===== src/rtl/prince_cms_pkg.sv =====
// Shared definitions for the CMS-masked PRINCE sequencers.
//   seq_state_t    : S-box layer sequencer FSM states
//   PRINCE_NIBBLES : nibble positions in the 64-bit PRINCE state
//   CMS_SBOX_LAT   : register stages in the shared masked S-box core
package prince_cms_pkg;

    localparam int unsigned PRINCE_NIBBLES = 16;
    localparam int unsigned CMS_SBOX_LAT   = 2;

    typedef enum logic [1:0] {
        IDLE,
        ISSUE,
        DRAIN,
        DONE
    } seq_state_t;

endpackage


===== src/rtl/prince_sbox_cms_seq_if.sv =====
// Handshake bundle between the round controller / S-box datapath and the
// S-box layer sequencer.
//   master : round controller side (drives start, rnd_valid, optional inv)
//   slave  : sequencer side (drives busy, done, rnd_ready, issue, write-back)
// Optional macro PRINCE_SBOX_SEQ_INV_EN adds inv / sbox_inv.
interface prince_sbox_cms_seq_if
    import prince_cms_pkg::*;
#(
    parameter int unsigned IDX_W = $clog2(PRINCE_NIBBLES)
) ();

    logic             start;
    logic             busy;
    logic             done;
    logic             rnd_valid;
    logic             rnd_ready;
    logic             issue;
    logic [IDX_W-1:0] issue_idx;
    logic             wb_en;
    logic [IDX_W-1:0] wb_idx;
`ifdef PRINCE_SBOX_SEQ_INV_EN
    logic             inv;
    logic             sbox_inv;

    modport master (
        output start, rnd_valid, inv,
        input  busy, done, rnd_ready, issue, issue_idx, wb_en, wb_idx, sbox_inv
    );

    modport slave (
        input  start, rnd_valid, inv,
        output busy, done, rnd_ready, issue, issue_idx, wb_en, wb_idx, sbox_inv
    );
`else
    modport master (
        output start, rnd_valid,
        input  busy, done, rnd_ready, issue, issue_idx, wb_en, wb_idx
    );

    modport slave (
        input  start, rnd_valid,
        output busy, done, rnd_ready, issue, issue_idx, wb_en, wb_idx
    );
`endif

endinterface


===== src/rtl/prince_sbox_cms_track.sv =====
// LAT-deep valid + index delay line that mirrors the register stages of a
// pipelined masked core, so a result can be routed back to its source slot.
//   clk, rst_n          : clock, asynchronous active-low clear
//   in_valid, in_idx    : item entering the core this cycle
//   out_valid, out_idx  : item leaving the core (registered)
module prince_sbox_cms_track #(
    parameter int unsigned LAT   = 2,
    parameter int unsigned IDX_W = 4
) (
    input  logic             clk,
    input  logic             rst_n,
    input  logic             in_valid,
    input  logic [IDX_W-1:0] in_idx,
    output logic             out_valid,
    output logic [IDX_W-1:0] out_idx
);

    logic [LAT-1:0]   valid_q;
    logic [IDX_W-1:0] idx_q [LAT];

    always_ff @(posedge clk or negedge rst_n) begin
        if (!rst_n) begin
            valid_q <= '0;
            for (int i = 0; i < int'(LAT); i++) begin
                idx_q[i] <= '0;
            end
        end else begin
            valid_q[0] <= in_valid;
            // Bubbles carry index 0 so the popped index is quiet when invalid.
            idx_q[0]   <= in_valid ? in_idx : '0;
            for (int i = 1; i < int'(LAT); i++) begin
                valid_q[i] <= valid_q[i-1];
                idx_q[i]   <= idx_q[i-1];
            end
        end
    end

    assign out_valid = valid_q[LAT-1];
    assign out_idx   = idx_q[LAT-1];

endmodule


===== src/rtl/prince_sbox_cms_seq.sv =====
// Sequencer for the shared pipelined CMS-masked PRINCE S-box core. Walks all
// NIBBLES state positions, issuing one per cycle whenever fresh randomness is
// available, and produces the write-back strobe/index LAT cycles later.
//   clk, rst_n : clock, asynchronous active-low reset
//   bus        : slave side of prince_sbox_cms_seq_if
//                (start/busy/done, rnd_valid/rnd_ready, issue/issue_idx,
//                 wb_en/wb_idx; inv/sbox_inv with PRINCE_SBOX_SEQ_INV_EN)
// Optional macro PRINCE_SBOX_SEQ_INV_EN: latch inv at start, drive sbox_inv
// for the whole layer to select the inverse S-box.
module prince_sbox_cms_seq
    import prince_cms_pkg::*;
#(
    parameter int unsigned NIBBLES = PRINCE_NIBBLES,
    parameter int unsigned LAT     = CMS_SBOX_LAT,
    parameter int unsigned IDX_W   = $clog2(NIBBLES)
) (
    input logic                 clk,
    input logic                 rst_n,
    prince_sbox_cms_seq_if.slave bus
);

    localparam logic [IDX_W-1:0] LAST_IDX = IDX_W'(NIBBLES - 1);

    seq_state_t       state_q;
    logic [IDX_W-1:0] issue_cnt_q;
    logic [IDX_W-1:0] wb_cnt_q;
    logic             busy_q;
    logic             done_q;
    logic             issue;
    logic             wb_en;
    logic [IDX_W-1:0] wb_idx;
`ifdef PRINCE_SBOX_SEQ_INV_EN
    logic             sbox_inv_q;
`endif

    // The core is never stalled: missing randomness just leaves a bubble.
    assign issue = (state_q == ISSUE) && bus.rnd_valid;

    always_ff @(posedge clk or negedge rst_n) begin
        if (!rst_n) begin
            state_q     <= IDLE;
            issue_cnt_q <= '0;
            wb_cnt_q    <= '0;
            busy_q      <= 1'b0;
            done_q      <= 1'b0;
`ifdef PRINCE_SBOX_SEQ_INV_EN
            sbox_inv_q  <= 1'b0;
`endif
        end else begin
            done_q <= 1'b0;
            unique case (state_q)
                IDLE: begin
                    if (bus.start) begin
                        state_q     <= ISSUE;
                        busy_q      <= 1'b1;
                        issue_cnt_q <= '0;
                        wb_cnt_q    <= '0;
`ifdef PRINCE_SBOX_SEQ_INV_EN
                        sbox_inv_q  <= bus.inv;
`endif
                    end
                end
                ISSUE: begin
                    if (issue) begin
                        // Wraps to 0 on the last nibble, leaving issue_idx clean.
                        issue_cnt_q <= issue_cnt_q + 1'b1;
                        if (issue_cnt_q == LAST_IDX) begin
                            state_q <= DRAIN;
                        end
                    end
                    // Early results retire while later nibbles are still issuing.
                    if (wb_en) begin
                        wb_cnt_q <= wb_cnt_q + 1'b1;
                    end
                end
                DRAIN: begin
                    if (wb_en) begin
                        wb_cnt_q <= wb_cnt_q + 1'b1;
                        if (wb_cnt_q == LAST_IDX) begin
                            state_q <= DONE;
                            done_q  <= 1'b1;
                        end
                    end
                end
                DONE: begin
                    state_q    <= IDLE;
                    busy_q     <= 1'b0;
`ifdef PRINCE_SBOX_SEQ_INV_EN
                    sbox_inv_q <= 1'b0;
`endif
                end
            endcase
        end
    end

    prince_sbox_cms_track #(
        .LAT   (LAT),
        .IDX_W (IDX_W)
    ) u_track (
        .clk       (clk),
        .rst_n     (rst_n),
        .in_valid  (issue),
        .in_idx    (issue_cnt_q),
        .out_valid (wb_en),
        .out_idx   (wb_idx)
    );

    assign bus.busy      = busy_q;
    assign bus.done      = done_q;
    assign bus.issue     = issue;
    assign bus.rnd_ready = issue;
    assign bus.issue_idx = (state_q == ISSUE) ? issue_cnt_q : '0;
    assign bus.wb_en     = wb_en;
    assign bus.wb_idx    = wb_idx;
`ifdef PRINCE_SBOX_SEQ_INV_EN
    assign bus.sbox_inv  = sbox_inv_q;
`endif

endmodule


===== src/flat_wrapper.sv =====
// flat-port wrapper written by rule: the top's interface ports become plain ports
module prince_sbox_cms_seq_flat import prince_cms_pkg::*;
#(
    parameter int unsigned NIBBLES = PRINCE_NIBBLES,
    parameter int unsigned LAT     = CMS_SBOX_LAT,
    parameter int unsigned IDX_W   = $clog2(NIBBLES)
)
  (clk, rst_n, bus_start, bus_rnd_valid, bus_busy, bus_done, bus_rnd_ready, bus_issue, bus_issue_idx, bus_wb_en, bus_wb_idx);
  prince_sbox_cms_seq_if #(.IDX_W(IDX_W)) bus_i ();
  input logic clk;
  input logic rst_n;
  input wire logic [$bits(bus_i.start)-1:0] bus_start;
  input wire logic [$bits(bus_i.rnd_valid)-1:0] bus_rnd_valid;
  output wire logic [$bits(bus_i.busy)-1:0] bus_busy;
  output wire logic [$bits(bus_i.done)-1:0] bus_done;
  output wire logic [$bits(bus_i.rnd_ready)-1:0] bus_rnd_ready;
  output wire logic [$bits(bus_i.issue)-1:0] bus_issue;
  output wire logic [$bits(bus_i.issue_idx)-1:0] bus_issue_idx;
  output wire logic [$bits(bus_i.wb_en)-1:0] bus_wb_en;
  output wire logic [$bits(bus_i.wb_idx)-1:0] bus_wb_idx;
  assign bus_i.start = bus_start;
  assign bus_i.rnd_valid = bus_rnd_valid;
  assign bus_busy = bus_i.busy;
  assign bus_done = bus_i.done;
  assign bus_rnd_ready = bus_i.rnd_ready;
  assign bus_issue = bus_i.issue;
  assign bus_issue_idx = bus_i.issue_idx;
  assign bus_wb_en = bus_i.wb_en;
  assign bus_wb_idx = bus_i.wb_idx;
  prince_sbox_cms_seq #(.NIBBLES(NIBBLES), .LAT(LAT), .IDX_W(IDX_W)) u_core (.clk(clk), .rst_n(rst_n), .bus(bus_i));
endmodule

===== config.mk =====
export PLATFORM = sky130hd
export DESIGN_NAME = prince_sbox_cms_seq_flat
export DESIGN_NICKNAME = d
export VERILOG_FILES = /design/src/rtl/prince_cms_pkg.sv /design/src/rtl/prince_sbox_cms_seq_if.sv /design/src/rtl/prince_sbox_cms_track.sv /design/src/rtl/prince_sbox_cms_seq.sv /design/src/flat_wrapper.sv
export SDC_FILE = /design/constraint.sdc
export NUM_CORES = 1
export LEC_CHECK = 0
export CORE_UTILIZATION = 48
export DETAILED_ROUTE_END_ITERATION = 10
export PLACE_DENSITY = 0.74
export SETUP_SLACK_MARGIN = 0.05
export SLEW_MARGIN = 20
export SYNTH_ARGS = -nofsm -noshare
export SYNTH_HDL_FRONTEND = slang
export SYNTH_SLANG_ARGS = --single-unit

===== constraint.sdc =====
create_clock -name clk -period 1.9 [get_ports clk]
set_input_delay 0.57 -clock clk [delete_from_list [all_inputs] [get_ports clk]]
set_output_delay 0.57 -clock clk [all_outputs]
set_load 0.02 [all_outputs]

==> flow_summary.json <==
{
  "status": "complete, no violations",
  "dp_hpwl_um": 1440,
  "comb_power_share_pct": 51.6,
  "syn-num-nets": 112,
  "dieArea_mm2": 0.00245,
  "drt-pass1-iter-count": 4,
  "crit_start": "u_core.bus.done",
  "worstHoldPathCells": 0,
  "die-width_um": 49.5,
  "htree_levels": 1,
  "min_path_type": "reg -> reg",
  "drive_above_1_share_pct": 23.4,
  "hold_slack_ns": 0.359,
  "cts_sinks": 22,
  "initial_utilization_pct": 53.1,
  "fmax_mhz": 551,
  "mostFrequentLayoutCells": "dfrtp_1 (22), buf_4 (13), o21ai_0 (9)",
  "rows": 16,
  "slew_violations": 0,
  "period_share_pct": 95.6,
  "leakage_nw": 0.736,
  "switchingPower_w": 0.000730,
  "crit_chain": "clkdlybuf4s50_1",
  "relSlewSlack_pct": 69.3,
  "drc": 0,
  "hold_viol": 0,
  "io_pins": 17,
  "stdcell_area_mm2": 0.00140,
  "clock_skew_ns": 0.0108,
  "final_common_cell": "dfrtp_1",
  "nNetsFinal": 141,
  "wire_per_inst_um": 13.0,
  "synth_seq_area_share_pct": 50.8,
  "ant_nets": 0,
  "total_power_w": 0.00191,
  "tns_ns": 0,
  "yosysWarnings": 0,
  "switching_share_pct": 38.2,
  "regArea_um2": 551,
  "core_mm2": 0.00204,
  "io_buffers": 16,
  "drv_cap": 0,
  "cts_tree": "done",
  "area_growth_pct": 29.4,
  "max-vdd-ir-drop_mv": 0.962,
  "hp-start": "u_core.u_track.idx_q[7]",
  "avgSynthCellArea_um2": 10.8,
  "critical_path_class": "reg -> out",
  "setup_viol": 0,
  "yosysUniqueCellTypes": 21,
  "cts_root_buffer": "clkbuf_4",
  "path_max_fanout": 1,
  "worst-slew-pin-transition_ns": 0.455,
  "grt_antenna_before_repair": 0,
  "crit_buf_inv": 1,
  "grt_pass1_wl_um": 3350,
  "crit_path_start_kind": "flop",
  "min_period_ns": 1.82,
  "place_area_mm2": 0.00132,
  "reg2reg_depth": 7,
  "clock_path_buffers": 2,
  "overflow": 0,
  "cp.arrival_ns": 1.25,
  "r2r_slack_ns": 0.14,
  "max_stage_delay_ns": 0.59,
  "clkPwrFrac_pct": 13.3,
  "r2r_end": "u_core.state_q[1]",
  "crit_slowest_cell": "clkdlybuf4s50_1",
  "r2r_start": "u_core.state_q[0]",
  "p_int_w": 0.00118,
  "vias_per_cell": 5.40,
  "rsz0062_at_grt": "true",
  "nFillCells": 165,
  "vias": 837,
  "ys_seq_elements": 22,
  "multi_input_area_um2": 500,
  "wl_um": 2010,
  "grt_use_total_pct": 18.5,
  "die-height_um": 49.5,
  "insertion_delay_ns": 0.31,
  "cp-end-kind": "output pin",
  "power_density_mw_per_mm2": 1360,
  "cts_buffers": 3,
  "grt_pass1_vias": 801,
  "cpLargestDelayFamily": "buffers and inverters",
  "p_seq_share_pct": 35.1,
  "grt_max_degree": 23,
  "syn_inst": 100,
  "netlist_area_mm2": 0.00108,
  "gp_congestion": 0.748,
  "cp.required_ns": 1.33,
  "path_clk_slew_ns": 0.12,
  "antenna_cells": 0,
  "drt_iter0_markers": 14,
  "hold_end": "u_core.u_track.out_idx[3]"
}
-- through the flow --
| step | utilization (%) | worst slack, ns | cells |
|---|---|---|---|
| after global placement | 64.8 | -0.505 | 149 |
| after detailed placement | 64.8 | -0.520 | 149 |
| after floorplan | - | 0.115 | 100 |
| after CTS | 66.6 | 0.00945 | 155 |
| final | 68.7 | 0.0837 | 155 |
| after global routing | 68.7 | 0.0468 | 155 |
-- synth_stat cells --
master | number | area [um2]
and2_1 | 5 | 31.3
nand4_1 | 3 | 18.8
inv_1 | 6 | 22.5
and4_1 | 2 | 17.5
nand3_1 | 4 | 20.0
a32oi_1 | 1 | 8.76
nand3b_1 | 2 | 15.0
or2b_4 | 1 | 11.3
o21ai_0 | 9 | 45.0
nor2b_4 | 1 | 13.8
nand2_1 | 5 | 18.8
a21oi_1 | 2 | 10.0
buf_4 | 5 | 37.5
dfrtp_1 | 22 | 551
nor3_1 | 4 | 20.0
a21o_1 | 2 | 15.0
a22o_1 | 7 | 61.3
mux2_2 | 2 | 22.5
and3_1 | 4 | 25.0
ha_1 | 8 | 100
nor2_1 | 5 | 18.8
-- worst max path at each step --
stage	end	slack, ns	cells past startpoint
after CTS	bus_rnd_ready	0.009	4
after global routing	bus_issue	0.05	4
after floorplan	bus_rnd_ready	0.12	4
after detailed placement	bus_rnd_ready	-0.52	3
final	bus_done	0.08	1
after global placement	bus_issue	-0.50	3
-- state kept, by name, indices dropped and copies added (netlist names) --
register / flops
u_core.issue_cnt_q: 4
u_core.u_track.idx_q: 4
u_core.state_q: 2
u_core.bus.done: 1
u_core.u_track.valid_q: 2
u_core.wb_cnt_q: 4
u_core.u_track.out_idx: 4
u_core.bus.busy: 1
-- cell type report --
cell class | instances | share of cell area [%]
clock buffers | 4 | 2.59
repair buffers | 29 | 18.5
well taps | 27 | 2.41
inverters | 6 | 1.61
multi-input cells | 67 | 35.7
flip-flops and latches | 22 | 39.3
-- logic make-up after synthesis --
group | synth area share [%]
simple gates | 19.4
flops | 50.8
compound gates | 12.9
buf+inv | 5.54
fa+ha+maj | 9.24
mux | 2.08
-- metal layers --
layer	up-vias	track usage (%)	share of wire, %
met4	0	5.71	1.0
met1	403	20.4	46
met2	20	33.6	49
li1	412	-	-
met3	2	5.86	4.3
met5	-	0	0
-- power by group through the flow --
stage          logic, W  registers [W]  clock network, W
4_1_cts        0.000920       0.000667          0.000264
6_report       0.000987       0.000671          0.000254
2_1_floorplan  0.000553       0.000687                 0
3_3_place_gp   0.000858       0.000665                 0
3_5_place_dp   0.000893       0.000674                 0
5_1_grt         0.00108       0.000686          0.000277
-- worst reg2reg max path, stage by stage (launching register included) --
cell and delay (ns):
dfrtp_1 0.44, buf_4 0.16, inv_1 0.16, ha_4 0.18, nor2b_4 0.19, a21oi_1 0.07, nand3_1 0.13, mux2_2 0.34
-- repair_timing --
action | 4_1_cts | 5_1_grt
hold buffers | 0 | 0
pin swaps | 0 | 1
gates resized for setup | 33 | 13
setup buffers | 2 | 0
endpoints found under the setup margin | 8 | 10
(Power assumes the default switching activity.)
